`src/rtl/dutmem_arbiter.sv`:
```
// Round-robin arbiter that shares one single-port memory between NREQ requesters.
// It issues registered memory commands and returns read data with a per-requester valid pulse.
module dutmem_arbiter #(
  parameter int DWIDTH = 32,
  parameter int AWIDTH = 10,
  parameter int NREQ   = 3,
  parameter int RD_LAT = 1
) (
  input  logic                     clk,
  input  logic                     rstn,
  input  logic [NREQ-1:0]          req,
  input  logic [NREQ-1:0]          req_we,
  input  logic [NREQ*AWIDTH-1:0]   req_addr,
  input  logic [NREQ*DWIDTH-1:0]   req_wdata,
  output logic [NREQ-1:0]          gnt,
  output logic [NREQ-1:0]          rvalid,
  output logic [DWIDTH-1:0]        rdata,
  output logic                     mem_ce,
  output logic                     mem_we,
  output logic [AWIDTH-1:0]        mem_addr,
  output logic [DWIDTH-1:0]        mem_din,
  input  logic [DWIDTH-1:0]        mem_dout
);

  localparam int IW = (NREQ <= 2) ? 1 : $clog2(NREQ);

  logic [IW-1:0]   last;
  logic [IW-1:0]   win;
  logic            win_vld;
  logic [NREQ-1:0] win_oh;
  logic [NREQ-1:0] elig;

  // A requester granted last cycle is masked so a still-held req is not accepted twice.
  always_comb begin
    // NOTE: every output of a combinational block gets a default first, otherwise
    // paths that skip an assignment infer a latch.
    elig    = req & ~gnt;
    win_vld = 1'b0;
    win     = '0;
    win_oh  = '0;
    // Indices at or below last form the wrap-around tail; indices above last
    // override them. Descending loops leave the lowest index of each group.
    for (int i = NREQ - 1; i >= 0; i--) begin
      if (elig[i] && (i <= int'(last))) begin
        win_vld = 1'b1;
        win     = IW'(i);
      end
    end
    for (int i = NREQ - 1; i >= 0; i--) begin
      if (elig[i] && (i > int'(last))) begin
        win_vld = 1'b1;
        win     = IW'(i);
      end
    end
    if (win_vld) win_oh[win] = 1'b1;
  end

  always_ff @(posedge clk or negedge rstn) begin
    // NOTE: state registers use non-blocking assignments so every flop samples
    // the pre-edge values regardless of statement order.
    if (!rstn) begin
      gnt      <= '0;
      mem_ce   <= 1'b0;
      mem_we   <= 1'b0;
      mem_addr <= '0;
      mem_din  <= '0;
      last     <= IW'(NREQ - 1);
    end else if (win_vld) begin
      gnt      <= win_oh;
      mem_ce   <= 1'b1;
      mem_we   <= req_we[win];
      mem_addr <= req_addr[win*AWIDTH +: AWIDTH];
      mem_din  <= req_wdata[win*DWIDTH +: DWIDTH];
      last     <= win;
    end else begin
      gnt    <= '0;
      mem_ce <= 1'b0;
      mem_we <= 1'b0;
    end
  end

  // Read tracker: each stage holds the one-hot owner of a read in flight (all
  // zero for a write or an idle slot). Stage 0 is loaded as the memory samples.
  logic [NREQ-1:0] rd_pipe [RD_LAT];

  always_ff @(posedge clk or negedge rstn) begin
    // NOTE: this small array is reset on purpose; clearing it is what discards
    // in-flight reads. Large data memories are normally left unreset.
    if (!rstn) begin
      for (int i = 0; i < RD_LAT; i++) rd_pipe[i] <= '0;
    end else begin
      rd_pipe[0] <= (mem_ce && !mem_we) ? gnt : '0;
      for (int i = 1; i < RD_LAT; i++) rd_pipe[i] <= rd_pipe[i-1];
    end
  end

  assign rvalid = rd_pipe[RD_LAT-1];
  assign rdata  = mem_dout;

endmodule

```
`config.mk`:
```
export PLATFORM = sky130hd
export DESIGN_NAME = dutmem_arbiter
export DESIGN_NICKNAME = d
export VERILOG_FILES = /design/src/rtl/dutmem_arbiter.sv
export SDC_FILE = /design/constraint.sdc
export NUM_CORES = 1
export LEC_CHECK = 0
export CELL_PAD_IN_SITES_DETAIL_PLACEMENT = 1
export CELL_PAD_IN_SITES_GLOBAL_PLACEMENT = 1
export CORE_AREA = 2 2 117 119
export DETAILED_ROUTE_END_ITERATION = 6
export DIE_AREA = 0 0 119 121
export MAX_ROUTING_LAYER = met4
export PLACE_DENSITY = 0.83
export SLEW_MARGIN = 15
export SYNTH_ARGS = -nofsm -noshare
export SYNTH_HDL_FRONTEND = slang
export SYNTH_SLANG_ARGS = --single-unit
```
`constraint.sdc`:
```
create_clock -name clk -period 2.3 [get_ports clk]
set_clock_uncertainty 0.2 [all_clocks]
set_input_delay 0.46 -clock clk [delete_from_list [all_inputs] [get_ports clk]]
set_output_delay 0.46 -clock clk [all_outputs]
set_load 0.005 [all_outputs]
```
Yosys cells after proc, flatten, opt, wreduce, memory -nomap -nowiden
Index checks and enable logic that the tools add are counted.
- $lt $le $gt $ge: 6
- multiplexer cells: 18
- shifts and indexed selects: 2
- multiply operators: 1
- bitwise logic cells: 2
- reductions and logical operators: 7
- operators with widths (kind ; number):
    96-bit by 8-bit variable part select with 32-bit output ; 1
    30-bit by 7-bit variable part select with 10-bit output ; 1
    2-bit two-way mux ; 5
    1-bit two-way mux ; 9
    1-bit logical AND ; 6
    3-bit two-way mux ; 2
    2-bit by 3-bit multiplier with 5-bit output (second input constant) ; 1
    3-bit bitwise AND ; 1
    2-bit by 3-bit less-than comparator with 1-bit output (second input constant) ; 1
    3-bit inverter ; 1
    1-bit binary-select mux with 2-bit select ; 1
    1-bit demux with 2-bit select ; 1
    2-bit by 1-bit greater-or-equal comparator with 1-bit output (second input constant) ; 1
    1-bit by 2-bit greater-than comparator with 1-bit output (first input constant) ; 1
    2-bit greater-than comparator (first input constant) ; 1
    1-bit by 2-bit <= comparator with 1-bit output (first input constant) ; 1
    2-bit <= comparator (first input constant) ; 1
    1-bit logical NOT ; 1
- bits of input ports: 166
- register bits after elaboration: 52
- output and inout port bits: 82

Depth between registers and ports, before layout
Gate-level depths: netlist (run 1).
- word-level depth: 13
- depth in mapped cells: 6
- depth with buffers taken out: 5

Worst setup path after synthesis (run 1)
No wires, ideal clock.
- path kind: input port to flip-flop
- start point: input req[0]
- end point: register mem_addr[8]
- stages: 5
- slack: 491 ps
- data required time: 1972 ps
- path buffers: 1
- arrival time: 1481 ps
- setup time: 128 ps
- path through: nor2b_1 -> a211oi_4 -> buf_2 -> a222oi_1 -> nand2_1
- cells in the longest elaborated chain, start to end: 6
- RTL lines (what ; RTL line ; text):
    start: declaration ; 11 ; input logic [NREQ-1:0] req,
    3-bit bitwise AND (*) ; 37 ; elig = req & ~gnt;
    2-bit two-way mux ; 44 ; if (elig[i] && (i <= int'(last))) begin
    2-bit two-way mux (2 in series) ; 50 ; if (elig[i] && (i > int'(last))) begin
    2-bit by 3-bit multiplier with 5-bit output ; 72 ; mem_addr <= req_addr[win*AWIDTH +: AWIDTH];
    30-bit by 7-bit variable part select with 10-bit output ; 72 ;
    end signal: assignment ; 72 ;
    end: declaration ; 20 ; output logic [AWIDTH-1:0] mem_addr,
Mark *: on every way between the ends. The rest lies on a longest branch, timed or not.
A chain may end at the register's enable or synchronous reset.

Worst setup path in the final report (run 1)
- start point: input req[2]
- end point: register mem_addr[2]
- cells in the longest elaborated chain, start to end: 9
- RTL lines (what ; RTL line):
    3-bit bitwise AND (*) ; 37
    1-bit logical AND ; 44
    2-bit two-way mux (3 in series) ; 44
    2-bit two-way mux (2 in series) ; 50
    2-bit by 3-bit multiplier with 5-bit output ; 72
    30-bit by 7-bit variable part select with 10-bit output ; 72
Marked as above.

==> impl_metrics.env, run 1 <==
export IMPL_p_leak_nw=1.95
export IMPL_cp_depth=6
export IMPL_cp_top_family="buffers and inverters"
export IMPL_slowest_stage="clkdlybuf4s50_1"
export IMPL_p_sw_mw=1.60
export IMPL_clkTransAtPathRegs_ns=0.07
export IMPL_outcome="finished, final reports clean"
export IMPL_core_um2=13100
export IMPL_via_count=2764
export IMPL_seqCellArea_um2=1300
export IMPL_ys_ff_latch=52
export IMPL_crit_buf_inv=2
export IMPL_worst_ep_required_time_ns=2.27
export IMPL_first_iter_violations=246
export IMPL_crit_start="req[2]"
export IMPL_met2_wirelength_um=5400
export IMPL_die_w_um=119
export IMPL_yosys_cell_count_top_type="nand2_1"
export IMPL_cts_num_sinks=52
export IMPL_firstDrtPassIters=7
export IMPL_worstPathMaxFanout=20
export IMPL_wl_per_cell_um=18.4
export IMPL_die_y_um=121
export IMPL_setup_violations=0
export IMPL_path_class="in -> reg"
export IMPL_yosys_top_cells_area="dfrtp_1, a222oi_1, nand2_1"
export IMPL_reg2regPathDepth=5
export IMPL_critPathLaunchType="input pin"
export IMPL_drv_slew=0
export IMPL_postCtsSetupBuffers=0
export IMPL_hold_viol_final=0
export IMPL_slowest_delay_ns=0.50
export IMPL_dp_slack_ns=-0.0296
export IMPL_drc_errors=0
export IMPL_period_needed_ns=2.03
export IMPL_grt_total_usage_pct=15.5
export IMPL_comb_power_share_pct=48.6
export IMPL_highest_layer="met4"
export IMPL_synth_common_cells="nand2_1, dfrtp_1, a222oi_1"
export IMPL_io_pins=248
export IMPL_ys_types=25
export IMPL_arrival_ns=2.00
export IMPL_grt_start_max_net_pins=30
export IMPL_fin_crit_sh_pct=88.3
export IMPL_wl_um=10700
export IMPL_crit_chain="clkdlybuf4s50_1 > and4bb_1 > a211oi_4 > buf_12 > a222oi_1 > nand2_1"
export IMPL_cp_end_kind="flop"
export IMPL_cts_tree="done"
export IMPL_fmax_mhz=492
export IMPL_ys_warn_count=0
export IMPL_cts_max_path_buffers=2
export IMPL_synth_top_area_share_pct=49.5
export IMPL_switching_share_pct=32.3
export IMPL_via_per_inst=4.74
export IMPL_syn_area_per_cell_um2=10.2
export IMPL_wl_met3_um=908
export IMPL_p_int_mw=3.36
export IMPL_syn_num_nets=418
export IMPL_grt_pass1_vias=3184
export IMPL_seq_area_frac_synth_pct=50.5
export IMPL_met1Wirelength_um=4050
export IMPL_ant_nets=0
export IMPL_synth_edf_count=0
export IMPL_area_growth_pct=80.7
export IMPL_grt_pass1_wl_um=16600
export IMPL_worstHoldPathCells=2
export IMPL_grt_overflow_total=0
export IMPL_cellPowerDensity_nw_per_um2=1060
export IMPL_hpwlAfterDp_um=8330
export IMPL_place_congestion=0.835
export IMPL_tightest_slew_ns=0.594
export IMPL_clock_latency_ns=0.29
export IMPL_hp_class="reg -> reg"
export IMPL_reg2reg_from="last[1]"
export IMPL_antenna_found_initial=1
export IMPL_min_delay_start="mem_din[21]"
export IMPL_synthArstFlopShare_pct=100
export IMPL_rsz0062_at_grt="false"
export IMPL_start_util_pct=19.7
export IMPL_p_seq_share_pct=33.1
export IMPL_synth_largest_area_cell="dfrtp_1"
export IMPL_synth_area_um2=2580
export IMPL_clkPwrFrac_pct=18.4
export IMPL_final_net_count=571
export IMPL_fillers=1464
export IMPL_ir_drop_uv=398
export IMPL_relSlewSlack_pct=60.4
export IMPL_setup_slack_ns=0.269
export IMPL_timing_max_cap_violations=0
export IMPL_multi_input_area_um2=917
export IMPL_yosys_most_used_dff="dfrtp_1"
export IMPL_cts_root_buffer="clkbuf_16"
export IMPL_drive_gt1_share_pct=6.65
export IMPL_power_mw=4.96
export IMPL_die_area_um2=14400
export IMPL_port_buffers=183
export IMPL_cts_made_buffers=5
export IMPL_rows=42
export IMPL_synth_cells=252
export IMPL_cts_htree_levels=2
## flip-flops by register name, indices dropped and copies added (netlist names)
register,cells
mem_ce,1
rvalid,3
gnt,3
last,2
mem_addr,10
mem_we,1
mem_din,32
## through the flow
stage	cell area (um2)	hold slack, ns	std cells	utilization (%)	setup TNS [ns]
6_report	4660	0.302	583	35.6	0
5_1_grt	4660	0.336	583	35.6	0
4_1_cts	4660	0.305	582	35.6	0
3_5_place_dp	4470	0.288	573	34.1	-0.139
3_3_place_gp	4470	0.286	573	34.1	-0.000469
2_1_floorplan	2580	-0.0356	252	-	0
## worst paths after layout
kind | endpoint | slack (ns)
min | mem_din[21] | 0.30
max reg2reg | mem_addr[2] | 0.39
min reg2reg | mem_din[21] | 0.30
min in group asynchronous | mem_din[29] | 0.50
max in group asynchronous | last[1] | 0.77
max | mem_addr[2] | 0.27
## tightest hold or removal path, stage by stage (launching register included)
cell and delay, ns:
dfrtp_1 0.34, a222oi_1 0.06, nand2_1 0.07
## power groups by stage
| stage | registers, mW | logic (mW) | clock network (mW) |
|---|---|---|---|
| 2_1_floorplan | 1.62 | 0.946 | 0 |
| 3_3_place_gp | 1.63 | 2.37 | 0 |
| 3_5_place_dp | 1.64 | 2.45 | 0 |
| 4_1_cts | 1.64 | 2.46 | 0.947 |
| 5_1_grt | 1.68 | 2.62 | 0.976 |
| 6_report | 1.64 | 2.41 | 0.911 |
## routing by layer
layer / global-route usage (%) / vias up
met2: 27.5 / 172
met5: - / -
met4: 7.22 / 0
met3: 4.32 / 32
li1: - / 1202
met1: 15.8 / 1358
## layout by cell type (no fill, tap or decap), drive strengths merged
cell type      instances
nand2                 82
clkdlybuf4s50        182
nand3b                 1
and2                   3
nor2                   1
a222oi                42
nor3                   1
a21o                   2
a21oi                  2
dlygate4sd3            1
a211oi                 1
clkbuf                 7
bufinv                 1
o2bb2ai                1
buf                   13
diode                  1
mux2i                  1
a31o                   1
and4bb                 1
o221a                  1
nor2b                  4
nand2b                 2
dfrtp                 51
or2                    1
dfstp                  1
inv                    3
## cell families after synthesis
group | synth area share (%)
compound gates | 19.2
buf+inv | 14.2
flops | 50.5
mux | 0.388
simple gates | 15.8
## final cells by class
type                       count  area share (%)
clock buffer                   7            3.27
inverter                       3           0.241
timing repair buffer         196            43.5
clock inverter                 1           0.644
tap                          176            4.72
antenna                        1          0.0537
multi-input combinational    147            19.7
sequential                    52            27.9
## what timing repair did
item                      4_1_cts  5_1_grt
gates resized for setup         0        0
hold endpoints to repair       23        0
hold buffers                    1        0
Note: power is estimated with default switching activity, not from simulation.
==> run 2, diff against run 1 <==
Settings changed: SKIP_CTS_REPAIR_TIMING from default to 1, TNS_END_PERCENT from default to 30.
==> run 2 against run 1 <==
- the run now ends with DRC, hold timing left
- sequential power about the same
- clock-buffer cell count unchanged
- first-iteration DRC count down 9.3%
- largest cell class unchanged
- highest routed layer unchanged
==> impl_metrics.env, run 2 (same netlist as run 1, synthesis figures left out) <==
export IMPL_period_needed_ns=2.03
export IMPL_largest_register_ffs=32
export IMPL_io_pins=248
export IMPL_p_int_mw=3.36
export IMPL_stdcell_area_um2=4650
export IMPL_path_class="in -> reg"
export IMPL_drc_errors=1
export IMPL_hp_class="in -> async"
export IMPL_grt_overflow_total=0
export IMPL_start_util_pct=19.7
export IMPL_final_common_cell="clkdlybuf4s50_1"
export IMPL_hold_ws_ns=-0.0328
export IMPL_area_growth_pct=80.4
export IMPL_grt_total_usage_pct=15.4
export IMPL_via_count=2726
export IMPL_final_util_pct=35.6
export IMPL_cts_num_sinks=52
export IMPL_comb_power_share_pct=48.6
export IMPL_grt_pass1_wl_um=16600
export IMPL_clkTransAtPathRegs_ns=0.07
export IMPL_critPathLaunchType="input pin"
export IMPL_clkPwrFrac_pct=18.3
export IMPL_timing_max_cap_violations=0
export IMPL_relSlewSlack_pct=60.4
export IMPL_cp_top_family="buffers and inverters"
export IMPL_cts_made_buffers=5
export IMPL_p_leak_nw=1.94
export IMPL_grt_start_max_net_pins=30
export IMPL_die_w_um=119
export IMPL_setup_violations=0
export IMPL_max_flop_register="mem_din"
export IMPL_worst_ep_required_time_ns=2.27
export IMPL_fin_crit_sh_pct=88.2
export IMPL_grt_pass1_vias=3175
export IMPL_ir_drop_uv=397
export IMPL_die_y_um=121
export IMPL_die_area_um2=14400
export IMPL_mostFrequentLayoutCells="clkdlybuf4s50_1, nand2_1, dfrtp_1"
export IMPL_first_iter_violations=223
export IMPL_outcome="finished, violations left"
export IMPL_rsz0062_at_grt="false"
export IMPL_fmax_mhz=493
export IMPL_violations="DRC, hold timing"
export IMPL_tightest_slew_ns=0.594
export IMPL_switching_share_pct=32.3
export IMPL_antenna_found_initial=1
export IMPL_placedInstanceArea_um2=4470
export IMPL_cpMostUsedCell="buf_4"
export IMPL_hpwlAfterDp_um=8330
export IMPL_cts_root_buffer="clkbuf_16"
export IMPL_p_seq_share_pct=33.0
export IMPL_wl_per_cell_um=18.4
export IMPL_rows=42
export IMPL_cts_tree="done"
export IMPL_firstDrtPassIters=7
export IMPL_crit_chain="clkdlybuf4s50_1 > nor2b_1 > buf_4 > buf_4 > nor3_4 > buf_12 > inv_1 > o2bb2ai_1 > a21oi_1"
export IMPL_drive_gt1_share_pct=6.67
export IMPL_reg2reg_slack_ns=0.39
export IMPL_clock_latency_ns=0.29
export IMPL_cellPowerDensity_nw_per_um2=1070
export IMPL_cp_end_kind="flop"
export IMPL_slowest_stage="clkdlybuf4s50_1"
export IMPL_worstPathMaxFanout=21
export IMPL_p_sw_mw=1.61
export IMPL_slowest_delay_ns=0.43
export IMPL_drv_slew=0
export IMPL_via_per_inst=4.68
export IMPL_place_congestion=0.835
export IMPL_arrival_ns=2.00
export IMPL_wl_um=10700
export IMPL_crit_buf_inv=5
export IMPL_port_buffers=183
export IMPL_cts_htree_levels=2
export IMPL_cts_max_path_buffers=2
export IMPL_reg_top3="mem_din (32), mem_addr (10)"
export IMPL_core_um2=13100
export IMPL_ant_nets=0
export IMPL_final_net_count=570
export IMPL_hold_viol_final=23
export IMPL_fillers=1465
run 2: cell type report:
class                           instances  area [um2]  area share, %
Antenna cell                            1        2.50         0.0538
Clock buffer                            7         153           3.28
Clock inverter                          1        30.0          0.645
Inverter                                3        11.3          0.242
Multi-Input combinational cell        147         917           19.7
Sequential cell                        52        1300           28.0
Tap cell                              176         220           4.73
Timing Repair Buffer                  195        2020           43.3
run 2: power by group through the flow:
stage,clock network (mW),registers (mW),logic (mW)
after detailed placement,0,1.64,2.45
after global routing,0.976,1.68,2.62
after global placement,0,1.63,2.37
after CTS,0.947,1.64,2.46
after floorplan,0,1.62,0.946
final,0.909,1.64,2.42
run 2: worst paths after layout:
| kind | from | end | depth (start not counted) |
|---|---|---|---|
| worst max-delay path | req[0] | mem_addr[4] | 9 |
| worst min-delay path | rstn | mem_din[27] | 1 |
| worst max register to register | last[1] | mem_din[17] | 5 |
| worst min register to register | mem_din[21] | mem_din[21] | 2 |
| max in group asynchronous | rstn | last[1] | 2 |
| min in group clk | mem_din[21] | mem_din[21] | 2 |
run 2: through the flow:
stage | instances | setup WS (ns) | hold slack [ns] | total power [mW] | TNS, ns
global placement | 573 | -0.000469 | 0.286 | 4.01 | -0.000469
CTS | 581 | 0.273 | -0.0187 | 5.04 | 0
floorplan | 252 | 0.491 | -0.0356 | 2.57 | 0
detailed placement | 573 | -0.0296 | 0.288 | 4.09 | -0.139
global route | 582 | 0.195 | 0.0103 | 5.28 | 0
finish | 582 | 0.271 | -0.0328 | 4.96 | 0
run 2: routing by layer:
metal  up-vias  track usage, %  routed length (um)
met5         -               -                   0
met1      1332            15.9                4100
li1       1201               -                   -
met3        31            4.32                 883
met2       162            27.4                5410
met4         0            7.22                 331
